File: config.mk
export PLATFORM = sky130hd
export DESIGN_NAME = fwd_hazard_unit_flat
export DESIGN_NICKNAME = d
export VERILOG_FILES = /design/src/rtl/fwd_hazard_unit_pkg.sv /design/src/rtl/fwd_hazard_unit_if.sv /design/src/rtl/fwd_tag_stage.sv /design/src/rtl/fwd_hazard_unit.sv /design/src/flat_wrapper.sv
export SDC_FILE = /design/constraint.sdc
export NUM_CORES = 1
export LEC_CHECK = 0
export ABC_AREA = 1
export CORE_MARGIN = 2
export CORE_UTILIZATION = 40
export DETAILED_ROUTE_END_ITERATION = 7
export PLACE_DENSITY = 0.68
export SKIP_CTS_REPAIR_TIMING = 1
export SYNTH_ARGS = -nofsm -noshare
export SYNTH_HDL_FRONTEND = slang
export SYNTH_SLANG_ARGS = --single-unit
File: constraint.sdc
create_clock -name clk -period 1.6 [get_ports clk]
set_clock_uncertainty 0.15 [all_clocks]
set_input_delay 0.24 -clock clk [delete_from_list [all_inputs] [get_ports clk]]
set_output_delay 0.24 -clock clk [all_outputs]
set_load 0.02 [all_outputs]
File: src/rtl/fwd_hazard_unit_pkg.sv
// fwd_hazard_unit_pkg: shared stage indices, forward-select encodings and tag-entry flag layout
package fwd_hazard_unit_pkg;
  localparam int STAGE_EX = 0;
  localparam int STAGE_MEM = 1;
  localparam int STAGE_WB = 2;
  localparam int FWD_RF = 0;
  typedef struct packed {
    logic reg_write;
    logic is_load;
    logic csr_write;
  } tag_flags_t;
endpackage

File: src/rtl/fwd_hazard_unit_if.sv
// fwd_hazard_unit_if: ID-stage operand/destination info in, stall and EX forward selects out
interface fwd_hazard_unit_if #(
  parameter int REG_AW = 5,
  parameter int CSR_AW = 12,
  parameter int SEL_W = 2
);
  logic id_valid, id_rs1_used, id_rs2_used, id_reg_write, id_is_load;
  logic id_csr_read, id_csr_write, pipe_hold, flush;
  logic [REG_AW-1:0] id_rs1, id_rs2, id_rd;
  logic [CSR_AW-1:0] id_csr_addr;
  logic hazard_stall;
  logic [SEL_W-1:0] ex_fwd1_sel, ex_fwd2_sel, ex_csr_fwd_sel;
  modport master (
    output id_valid, id_rs1, id_rs2, id_rs1_used, id_rs2_used, id_rd, id_reg_write, id_is_load,
    output id_csr_addr, id_csr_read, id_csr_write, pipe_hold, flush,
    input hazard_stall, ex_fwd1_sel, ex_fwd2_sel, ex_csr_fwd_sel
  );
  modport slave (
    input id_valid, id_rs1, id_rs2, id_rs1_used, id_rs2_used, id_rd, id_reg_write, id_is_load,
    input id_csr_addr, id_csr_read, id_csr_write, pipe_hold, flush,
    output hazard_stall, ex_fwd1_sel, ex_fwd2_sel, ex_csr_fwd_sel
  );
endinterface

File: src/rtl/fwd_tag_stage.sv
// fwd_tag_stage: one in-flight destination tag register with hold, bubble and flush controls
module fwd_tag_stage #(
  parameter int W = 1
) (
  input  logic         clk,
  input  logic         rst,
  input  logic         hold_i,
  input  logic         bubble_i,
  input  logic         flush_i,
  input  logic         valid_i,
  input  logic [W-1:0] data_i,
  output logic         valid_o,
  output logic [W-1:0] data_o
);
  logic valid_q, valid_d;
  logic [W-1:0] data_q;
  assign valid_d = valid_i && !bubble_i && !flush_i;
  always_ff @(posedge clk)
    if (rst) begin
      valid_q <= 1'b0;
      data_q <= '0;
    end else if (!hold_i) begin
      valid_q <= valid_d;
      data_q <= data_i;
    end
  assign valid_o = valid_q;
  assign data_o = data_q;
endmodule

File: src/rtl/fwd_hazard_unit.sv
// fwd_hazard_unit: tracks in-flight GPR/CSR destination tags, raises load-use stalls and registers EX forward selects
module fwd_hazard_unit
  import fwd_hazard_unit_pkg::*;
#(
  parameter int NUM_STAGES = 3,
  parameter int REG_AW = 5,
  parameter int CSR_AW = 12,
  parameter int ALU_READY = 1,
  parameter int LOAD_READY = 2,
  parameter int SEL_W = $clog2(NUM_STAGES)
) (
  input logic clk,
  input logic reset,
  fwd_hazard_unit_if.slave io
);
  typedef struct packed {
    tag_flags_t f;
    logic [REG_AW-1:0] rd;
    logic [CSR_AW-1:0] csr_addr;
  } tag_t;
  tag_t tag_q [NUM_STAGES];
  tag_t tag_d [NUM_STAGES];
  logic [NUM_STAGES-1:0] vld_q, vld_d;
  logic [NUM_STAGES-1:0] m [3];
  int stg [3];
  logic [2:0] wait_s;
  logic [SEL_W-1:0] sel_d [3];
  logic [SEL_W-1:0] sel_q [3];
  logic stall, issue;
  always_comb begin
    vld_d[0] = io.id_valid;
    tag_d[0].f.reg_write = io.id_reg_write;
    tag_d[0].f.is_load = io.id_is_load;
    tag_d[0].f.csr_write = io.id_csr_write;
    tag_d[0].rd = io.id_rd;
    tag_d[0].csr_addr = io.id_csr_addr;
    for (int j = 1; j < NUM_STAGES; j++) begin
      vld_d[j] = vld_q[j-1];
      tag_d[j] = tag_q[j-1];
    end
  end
  for (genvar i = 0; i < NUM_STAGES; i++) begin : g_stage
    fwd_tag_stage #(.W($bits(tag_t))) u_stage (
      .clk      (clk),
      .rst      (reset),
      .hold_i   (io.pipe_hold),
      .bubble_i (i == STAGE_EX ? stall : 1'b0),
      .flush_i  (i == STAGE_EX ? io.flush : 1'b0),
      .valid_i  (vld_d[i]),
      .data_i   (tag_d[i]),
      .valid_o  (vld_q[i]),
      .data_o   (tag_q[i])
    );
  end
  // Scan oldest to youngest so the youngest matching producer overwrites the result.
  always_comb begin
    for (int j = 0; j < NUM_STAGES; j++) begin
      m[0][j] = vld_q[j] && tag_q[j].f.reg_write && tag_q[j].rd == io.id_rs1 && io.id_rs1 != '0 && io.id_rs1_used;
      m[1][j] = vld_q[j] && tag_q[j].f.reg_write && tag_q[j].rd == io.id_rs2 && io.id_rs2 != '0 && io.id_rs2_used;
      m[2][j] = vld_q[j] && tag_q[j].f.csr_write && tag_q[j].csr_addr == io.id_csr_addr && io.id_csr_read;
    end
    for (int s = 0; s < 3; s++) begin
      stg[s] = 0;
      wait_s[s] = 1'b0;
      for (int j = NUM_STAGES - 1; j >= 0; j--)
        if (m[s][j]) begin
          stg[s] = j + 1;
          wait_s[s] = j + 1 < (tag_q[j].f.is_load ? LOAD_READY : ALU_READY);
        end
    end
  end
  assign stall = !reset && io.id_valid && !io.flush && |wait_s;
  assign issue = io.id_valid && !stall && !io.flush;
  // The producer at the last tracked stage reaches EX via regfile write-through.
  always_comb
    for (int s = 0; s < 3; s++)
      sel_d[s] = (issue && stg[s] != 0 && stg[s] < NUM_STAGES) ? SEL_W'(stg[s]) : SEL_W'(FWD_RF);
  always_ff @(posedge clk)
    if (reset) sel_q <= '{default: '0};
    else if (!io.pipe_hold) sel_q <= sel_d;
  assign io.hazard_stall = stall;
  assign io.ex_fwd1_sel = sel_q[0];
  assign io.ex_fwd2_sel = sel_q[1];
  assign io.ex_csr_fwd_sel = sel_q[2];
endmodule

File: src/flat_wrapper.sv
// flat-port wrapper written by rule: the top's interface ports become plain ports
module fwd_hazard_unit_flat import fwd_hazard_unit_pkg::*;
#(
  parameter int NUM_STAGES = 3,
  parameter int REG_AW = 5,
  parameter int CSR_AW = 12,
  parameter int ALU_READY = 1,
  parameter int LOAD_READY = 2,
  parameter int SEL_W = $clog2(NUM_STAGES)
)
  (clk, reset, io_id_valid, io_id_rs1, io_id_rs2, io_id_rs1_used, io_id_rs2_used, io_id_rd, io_id_reg_write, io_id_is_load, io_id_csr_addr, io_id_csr_read, io_id_csr_write, io_pipe_hold, io_flush, io_hazard_stall, io_ex_fwd1_sel, io_ex_fwd2_sel, io_ex_csr_fwd_sel);
  fwd_hazard_unit_if #(.REG_AW(REG_AW), .CSR_AW(CSR_AW), .SEL_W(SEL_W)) io_i ();
  input logic clk;
  input logic reset;
  input wire logic [$bits(io_i.id_valid)-1:0] io_id_valid;
  input wire logic [$bits(io_i.id_rs1)-1:0] io_id_rs1;
  input wire logic [$bits(io_i.id_rs2)-1:0] io_id_rs2;
  input wire logic [$bits(io_i.id_rs1_used)-1:0] io_id_rs1_used;
  input wire logic [$bits(io_i.id_rs2_used)-1:0] io_id_rs2_used;
  input wire logic [$bits(io_i.id_rd)-1:0] io_id_rd;
  input wire logic [$bits(io_i.id_reg_write)-1:0] io_id_reg_write;
  input wire logic [$bits(io_i.id_is_load)-1:0] io_id_is_load;
  input wire logic [$bits(io_i.id_csr_addr)-1:0] io_id_csr_addr;
  input wire logic [$bits(io_i.id_csr_read)-1:0] io_id_csr_read;
  input wire logic [$bits(io_i.id_csr_write)-1:0] io_id_csr_write;
  input wire logic [$bits(io_i.pipe_hold)-1:0] io_pipe_hold;
  input wire logic [$bits(io_i.flush)-1:0] io_flush;
  output wire logic [$bits(io_i.hazard_stall)-1:0] io_hazard_stall;
  output wire logic [$bits(io_i.ex_fwd1_sel)-1:0] io_ex_fwd1_sel;
  output wire logic [$bits(io_i.ex_fwd2_sel)-1:0] io_ex_fwd2_sel;
  output wire logic [$bits(io_i.ex_csr_fwd_sel)-1:0] io_ex_csr_fwd_sel;
  assign io_i.id_valid = io_id_valid;
  assign io_i.id_rs1 = io_id_rs1;
  assign io_i.id_rs2 = io_id_rs2;
  assign io_i.id_rs1_used = io_id_rs1_used;
  assign io_i.id_rs2_used = io_id_rs2_used;
  assign io_i.id_rd = io_id_rd;
  assign io_i.id_reg_write = io_id_reg_write;
  assign io_i.id_is_load = io_id_is_load;
  assign io_i.id_csr_addr = io_id_csr_addr;
  assign io_i.id_csr_read = io_id_csr_read;
  assign io_i.id_csr_write = io_id_csr_write;
  assign io_i.pipe_hold = io_pipe_hold;
  assign io_i.flush = io_flush;
  assign io_hazard_stall = io_i.hazard_stall;
  assign io_ex_fwd1_sel = io_i.ex_fwd1_sel;
  assign io_ex_fwd2_sel = io_i.ex_fwd2_sel;
  assign io_ex_csr_fwd_sel = io_i.ex_csr_fwd_sel;
  fwd_hazard_unit #(.NUM_STAGES(NUM_STAGES), .REG_AW(REG_AW), .CSR_AW(CSR_AW), .ALU_READY(ALU_READY), .LOAD_READY(LOAD_READY), .SEL_W(SEL_W)) u_core (.clk(clk), .reset(reset), .io(io_i));
endmodule
==> impl_metrics.toml, run 1 <==
[clock_network]
numCtsBuffers = 5
cts_tree = "built"
clock-sinks = 47
clk_path_buf_depth = 2
cts_root_buf = "clkbuf_8"
clk_pin_slew_ps = 90
worst_skew_pair.late_latency_ps = 300
htreeDepth = 2

[global_route]
grt_usage_pct = 18.66
gr-total-overflow = 0
grt_max_degree = 48
antenna_found_initial = 0
grt_pass1_vias = 2579
grt_pass1_wl_um = 10930

[cells_and_area]
final_common_cell = "nand2_1"
drive_gt1_share_pct = 23.31
final_cell_mix = "113 x nand2_1, 61 x nor2_1, 61 x buf_4"
n_fill_cell = 600
final_area_mm2 = 0.003672
diodes = 0
fin_nets = 527
areaGrowthSynthToFinish_pct = 42.61

[floorplanning]
die_w_um = 84.24
row_count = 29
dieArea_mm2 = 0.007096
boundaryPins = 45
core_area_mm2 = 0.006277
die_h_um = 84.24
start_util_pct = 41.02

[timing]
hold_viol_final = 0
setup_viol = 6
rsz0062_at_grt = "true"
min_period_over_period_pct = 118.1
max_freq_mhz = 529.1
slew_headroom_pct = 65.43
tightest_slew_ps = 518.6
fin_crit_ps = 1890
slew_violations = 0
layout_setup_ws_ps = -290.0

[synth]
yosysUniqueCellTypes = 28
yosysWarnings = 0
syn_nets = 436
syn_avg_cell_area_um2 = 6.470
synth_seq_area_share_pct = 36.54
netlist_area_mm2 = 0.002575
yosys_register_bits = 47
syn_inst = 398

[worst_setup_path]
critPathTopFamily = "simple AND/OR/NAND/NOR gates"
cpPeakStageDelay_ps = 360
cp_num_buf_inv = 3
critPathMaxFanout = 3
critPathKind = "reg -> out"
startpoint_type = "flip-flop"
cp-end-kind = "primary output"
required_ps = 1210
arrival_ps = 1500
crit_chain = "nand2_2, inv_2, nand2_1, nor2_1, nand2_1, nor2_2, nor2_2, nand2_2, nand2_4, inv_2, buf_6"
cpMaxStageDelayCell = "dfxtp_2"

[pwr]
p_int_mw = 1.819
p_clk_share_pct = 27.5
power.density_mw_per_mm2 = 689.4
p_leak_nw = 1.948
switchingPower_mw = 0.7129
ir_worst_vdd_mv = 0.4286
combPwrFrac_pct = 21.9
seq_power_share_pct = 50.6
power_mw = 2.532
p_sw_share_pct = 28.16

[job]
max-cap-violations = 0

[hold_path]
hold_path.class = "in -> reg"

[route]
drt_iter0_drc = 89
vias = 2682
dr.pass1.iters = 4
routed_wl_um = 6469
via_per_inst = 4.739
drc = 0
wl_per_cell_um = 11.43
final_antenna_net_count = 0

[place]
place_area_mm2 = 0.003447
gp_congestion = 0.8627
numPortBuffers = 44
dpl.hpwl_um = 4800

[run_status]
violations = "negative setup slack"
outcome = "finished with violations"
[per-layer routing]
metal | global-route usage (%) | part of all wire, % | vias up
met5 | 0 | 0 | -
li1 | - | - | 1425
met2 | 34.70 | 49 | 56
met3 | 3.835 | 4.7 | 9
met1 | 22.08 | 45 | 1192
met4 | 3.812 | 0.85 | 0
[tightest hold or removal path: stages]
cell and delay [ps]:
buf_2 140, nand2_1 60, a21oi_1 50
[per-stage QoR]
step | worst slack [ps] | TNS, ps | util (%) | hold slack (ps) | instances
after floorplan | 101.5 | 0 | - | 232.0 | 398
after global placement | -864.7 | -3669 | 54.91 | 303.6 | 557
after detailed placement | -908.4 | -4071 | 54.91 | 309.3 | 557
after CTS | -909.5 | -2060 | 56.23 | 74.76 | 564
after global routing | -389.3 | -1086 | 58.50 | 112.7 | 566
final | -290.0 | -339.3 | 58.50 | 79.36 | 566
[cell type report]
cell class | instances | area, um^2 | share of cell area, %
clock buffer | 5 | 68.82 | 1.874
clock inverter | 2 | 13.76 | 0.3748
inverter | 50 | 187.7 | 5.111
multi-input combinational | 280 | 1389 | 37.82
sequential | 47 | 954.7 | 26.00
tap | 77 | 96.34 | 2.624
timing repair buffer | 105 | 962.2 | 26.20
[synthesized netlist by cell type]
| cell | number | area [um^2] |
|---|---|---|
| a211oi_1 | 30 | 225.2 |
| a21oi_1 | 18 | 90.09 |
| and3_1 | 1 | 6.260 |
| buf_1 | 2 | 7.510 |
| buf_2 | 4 | 20.02 |
| buf_4 | 1 | 7.510 |
| buf_6 | 2 | 22.52 |
| clkbuf_1 | 12 | 45.04 |
| dfxtp_1 | 47 | 940.9 |
| inv_1 | 40 | 150.1 |
| inv_2 | 10 | 37.54 |
| nand2_1 | 117 | 439.2 |
| nand2_2 | 2 | 12.51 |
| nand2_4 | 1 | 11.26 |
| nand3_1 | 15 | 75.07 |
| nand4_1 | 2 | 12.51 |
| nand4_2 | 1 | 12.51 |
| nor2_1 | 65 | 244.0 |
| nor2_2 | 2 | 12.51 |
| nor3_1 | 2 | 10.01 |
| nor3_2 | 1 | 10.01 |
| nor3b_1 | 1 | 7.510 |
| nor4_2 | 1 | 12.51 |
| o21ai_0 | 4 | 20.02 |
| o21ai_1 | 1 | 5.000 |
| or2_1 | 1 | 6.260 |
| xnor2_1 | 7 | 61.31 |
| xor2_1 | 8 | 70.07 |
[sequential cells by signal, indices dropped and copies added (netlist names)]
name,flops
u_core.g_stage.u_stage.valid_o,2
u_core.g_stage.u_stage.data_o,39
u_core.io.ex_fwd2_sel,2
u_core.io.ex_csr_fwd_sel,2
u_core.io.ex_fwd1_sel,2
[final timing paths]
path	endpoint	depth (start not counted)	start	slack, ps
setup reg to reg	u_core.io.ex_fwd1_sel[0]$_SDFFE_PP0N_	12	u_core.g_stage[0].u_stage.valid_o$_SDFFE_PP0N_	-20
hold / removal	u_core.io.ex_csr_fwd_sel[0]$_SDFFE_PP0N_	3	io_pipe_hold	80
hold reg to reg	u_core.io.ex_csr_fwd_sel[0]$_SDFFE_PP0N_	2	u_core.io.ex_csr_fwd_sel[0]$_SDFFE_PP0N_	320
setup / recovery	io_hazard_stall	11	u_core.g_stage[0].u_stage.valid_o$_SDFFE_PP0N_	-290
[logic make-up (layout without fill, tap and decap cells)]
| logic type | count (synthesis) | count (layout) | share of synthesized area (%) |
|---|---|---|---|
| xor gates and xnor gates | 15 | 15 | 5.102 |
| AOI/OAI and AO/OA | 53 | 53 | 13.22 |
| and+or+nand+nor | 212 | 212 | 33.87 |
| buffers and inverters | 71 | 162 | 11.27 |
| DFF | 47 | 47 | 36.54 |
[power groups by stage]
stage / sequential (mW) / combinational, mW / clock (mW)
finish: 1.28 / 0.555 / 0.696
global route: 1.29 / 0.623 / 0.768
CTS: 1.28 / 0.557 / 0.721
detailed placement: 1.30 / 0.553 / 0
global placement: 1.30 / 0.544 / 0
floorplan: 1.29 / 0.282 / 0
Note: power is estimated with default switching activity, not from simulation.
==> inputs of run 2 (changes only) <==
--- a/config.mk
+++ b/config.mk
@@ -8,6 +8,7 @@
 export ABC_AREA = 1
 export CORE_MARGIN = 2
 export CORE_UTILIZATION = 40
+export CTS_CLUSTER_DIAMETER = 30
 export DETAILED_ROUTE_END_ITERATION = 7
 export PLACE_DENSITY = 0.68
 export SKIP_CTS_REPAIR_TIMING = 1
==> results of run 2 <==
Same layout as run 1: the final DEF is identical, and so are final timing and power.
==> inputs of run 3 (changes only) <==
--- a/config.mk
+++ b/config.mk
@@ -12,6 +12,7 @@
 export DETAILED_ROUTE_END_ITERATION = 7
 export PLACE_DENSITY = 0.68
 export SKIP_CTS_REPAIR_TIMING = 1
+export SKIP_LAST_GASP = 1
 export SYNTH_ARGS = -nofsm -noshare
 export SYNTH_HDL_FRONTEND = slang
 export SYNTH_SLANG_ARGS = --single-unit
==> constraint.sdc (replaced) <==
create_clock -name clk -period 1.95 [get_ports clk]
set_clock_uncertainty 0.15 [all_clocks]
set_input_delay 0.2925 -clock clk [delete_from_list [all_inputs] [get_ports clk]]
set_output_delay 0.2925 -clock clk [all_outputs]
set_load 0.02 [all_outputs]
==> impl_metrics.toml, run 3 (synthesized netlist as in run 1, its figures left out) <==
[worst_setup_path]
cp-end-kind = "primary output"
regToRegStartpoint = "u_core.g_stage[0].u_stage.data_o[16]$_SDFFE_PP0N_"
rrSetupSlack_ps = 330
critPathMaxFanout = 2
startpoint_type = "input pin"
critPathKind = "in -> out"
cpPeakStageDelay_ps = 500
reg2reg_to = "u_core.io.ex_csr_fwd_sel[0]$_SDFFE_PP0N_"
cpMaxStageDelayCell = "clkdlybuf4s50_1"
required_ps = 1510
worstRegToRegCells = 12
crit_chain = "clkdlybuf4s50_1, nand2_1, nor2_1, nand2_1, nor2_2, nor2_2, nand2_2, nand2_4, inv_2, buf_6"
arrival_ps = 1520

[hold_path]
hp-start = "io_id_csr_addr[2]"
hold_path.class = "in -> reg"
worstHoldEndpoint = "u_core.g_stage[0].u_stage.data_o[2]$_SDFFE_PP0N_"
whs_path_depth = 3

[timing]
worst_hold_slack_ps = 181.7
setup_viol = 1
setup_tns_ps = -16.79
max_freq_mhz = 508.4
min_period_over_period_pct = 100.9
hold_viol_final = 0
slew_violations = 0
tightest_slew_ps = 496.7
rsz0062_at_grt = "true"
slew_headroom_pct = 66.89
layout_setup_ws_ps = -16.79
fin_crit_ps = 1967

[cells_and_area]
diodes = 0
final_cell_mix = "113 x nand2_1, 62 x nor2_1, 55 x buf_4"
fin_nets = 521
final_cell_count_no_fill = 561
final_util_pct = 57.94
drive_gt1_share_pct = 20.87
areaGrowthSynthToFinish_pct = 41.25
final_common_cell = "nand2_1"
final_area_mm2 = 0.003637
n_fill_cell = 594
largest_reg_flops = 39

[floorplanning]
row_count = 29
boundaryPins = 45
core_area_mm2 = 0.006277
start_util_pct = 41.02
dieArea_mm2 = 0.007096
die_h_um = 84.24
die_w_um = 84.24

[place]
gp_congestion = 0.8412
dpl.hpwl_um = 4744
post-place-ws_ps = -651.8
place_area_mm2 = 0.003417
numPortBuffers = 44
dpl.cell_count = 553

[pwr]
seq_power_share_pct = 46.5
combPwrFrac_pct = 19.9
ir_worst_vdd_mv = 0.3654
power.density_mw_per_mm2 = 620.1
switchingPower_mw = 0.6016
power_mw = 2.255
p_leak_nw = 1.850
p_int_mw = 1.654
p_clk_share_pct = 33.6
p_sw_share_pct = 26.67

[route]
dr.pass1.iters = 4
drt_iter0_drc = 149
via_per_inst = 4.752
routed_wl_um = 6466
final_antenna_net_count = 0
wl_per_cell_um = 11.53
drc = 0
vias = 2666

[global_route]
grt_pass1_wl_um = 10870
grt_usage_pct = 18.58
gr-total-overflow = 0
grt_pass1_vias = 2498
antenna_found_initial = 0
grt_max_degree = 48

[clock_network]
worst_skew_pair.late_latency_ps = 290
clk_path_buf_depth = 2
numCtsBuffers = 5
cts_root_buf = "clkbuf_8"
cts_tree = "built"
clk_pin_slew_ps = 90
clock-sinks = 47
htreeDepth = 2

[job]
max-cap-violations = 0

[run_status]
outcome = "finished with violations"
violations = "negative setup slack"
run 3: worst max-delay path: cells and delay by family:
kind	cells	cell delay (ps)
buffers and inverters	3	650
and+or+nand+nor	7	570
run 3: final cells by class:
| type | count | area [um^2] | area share (%) |
|---|---|---|---|
| sequential | 47 | 957.2 | 26.32 |
| clock inverter | 2 | 35.03 | 0.9632 |
| tap | 77 | 96.34 | 2.649 |
| clock buffer | 6 | 82.58 | 2.270 |
| timing repair buffer | 99 | 909.6 | 25.01 |
| inverter | 50 | 187.7 | 5.160 |
| multi-input combinational | 280 | 1369 | 37.63 |
run 3: power groups by stage:
stage	registers, mW	clock network (mW)	logic (mW)
CTS	1.05	0.770	0.452
global placement	1.07	0	0.442
detailed placement	1.07	0	0.448
global route	1.06	0.810	0.503
finish	1.05	0.758	0.448
floorplan	1.06	0	0.231
run 3: worst max-delay path by stage:
stage / from / to / slack, ps / cells past startpoint
final: io_id_rs2_used / io_hazard_stall / -20 / 10
after global routing: u_core.g_stage[0].u_stage.valid_o$_SDFFE_PP0N_ / io_hazard_stall / -120 / 11
after CTS: io_id_csr_addr[1] / io_hazard_stall / -650 / 12
after detailed placement: io_id_csr_addr[1] / io_hazard_stall / -650 / 12
after global placement: io_id_csr_addr[5] / io_hazard_stall / -630 / 12
after floorplan: u_core.g_stage[0].u_stage.valid_o$_SDFFE_PP0N_ / io_hazard_stall / 400 / 10
run 3: per-layer routing:
layer  part of all wire, %  global-route usage, %
met1                    46                  23.36
met2                    50                  33.19
met3                   3.4                  2.950
met4                  0.94                  4.545
met5                     0                      0
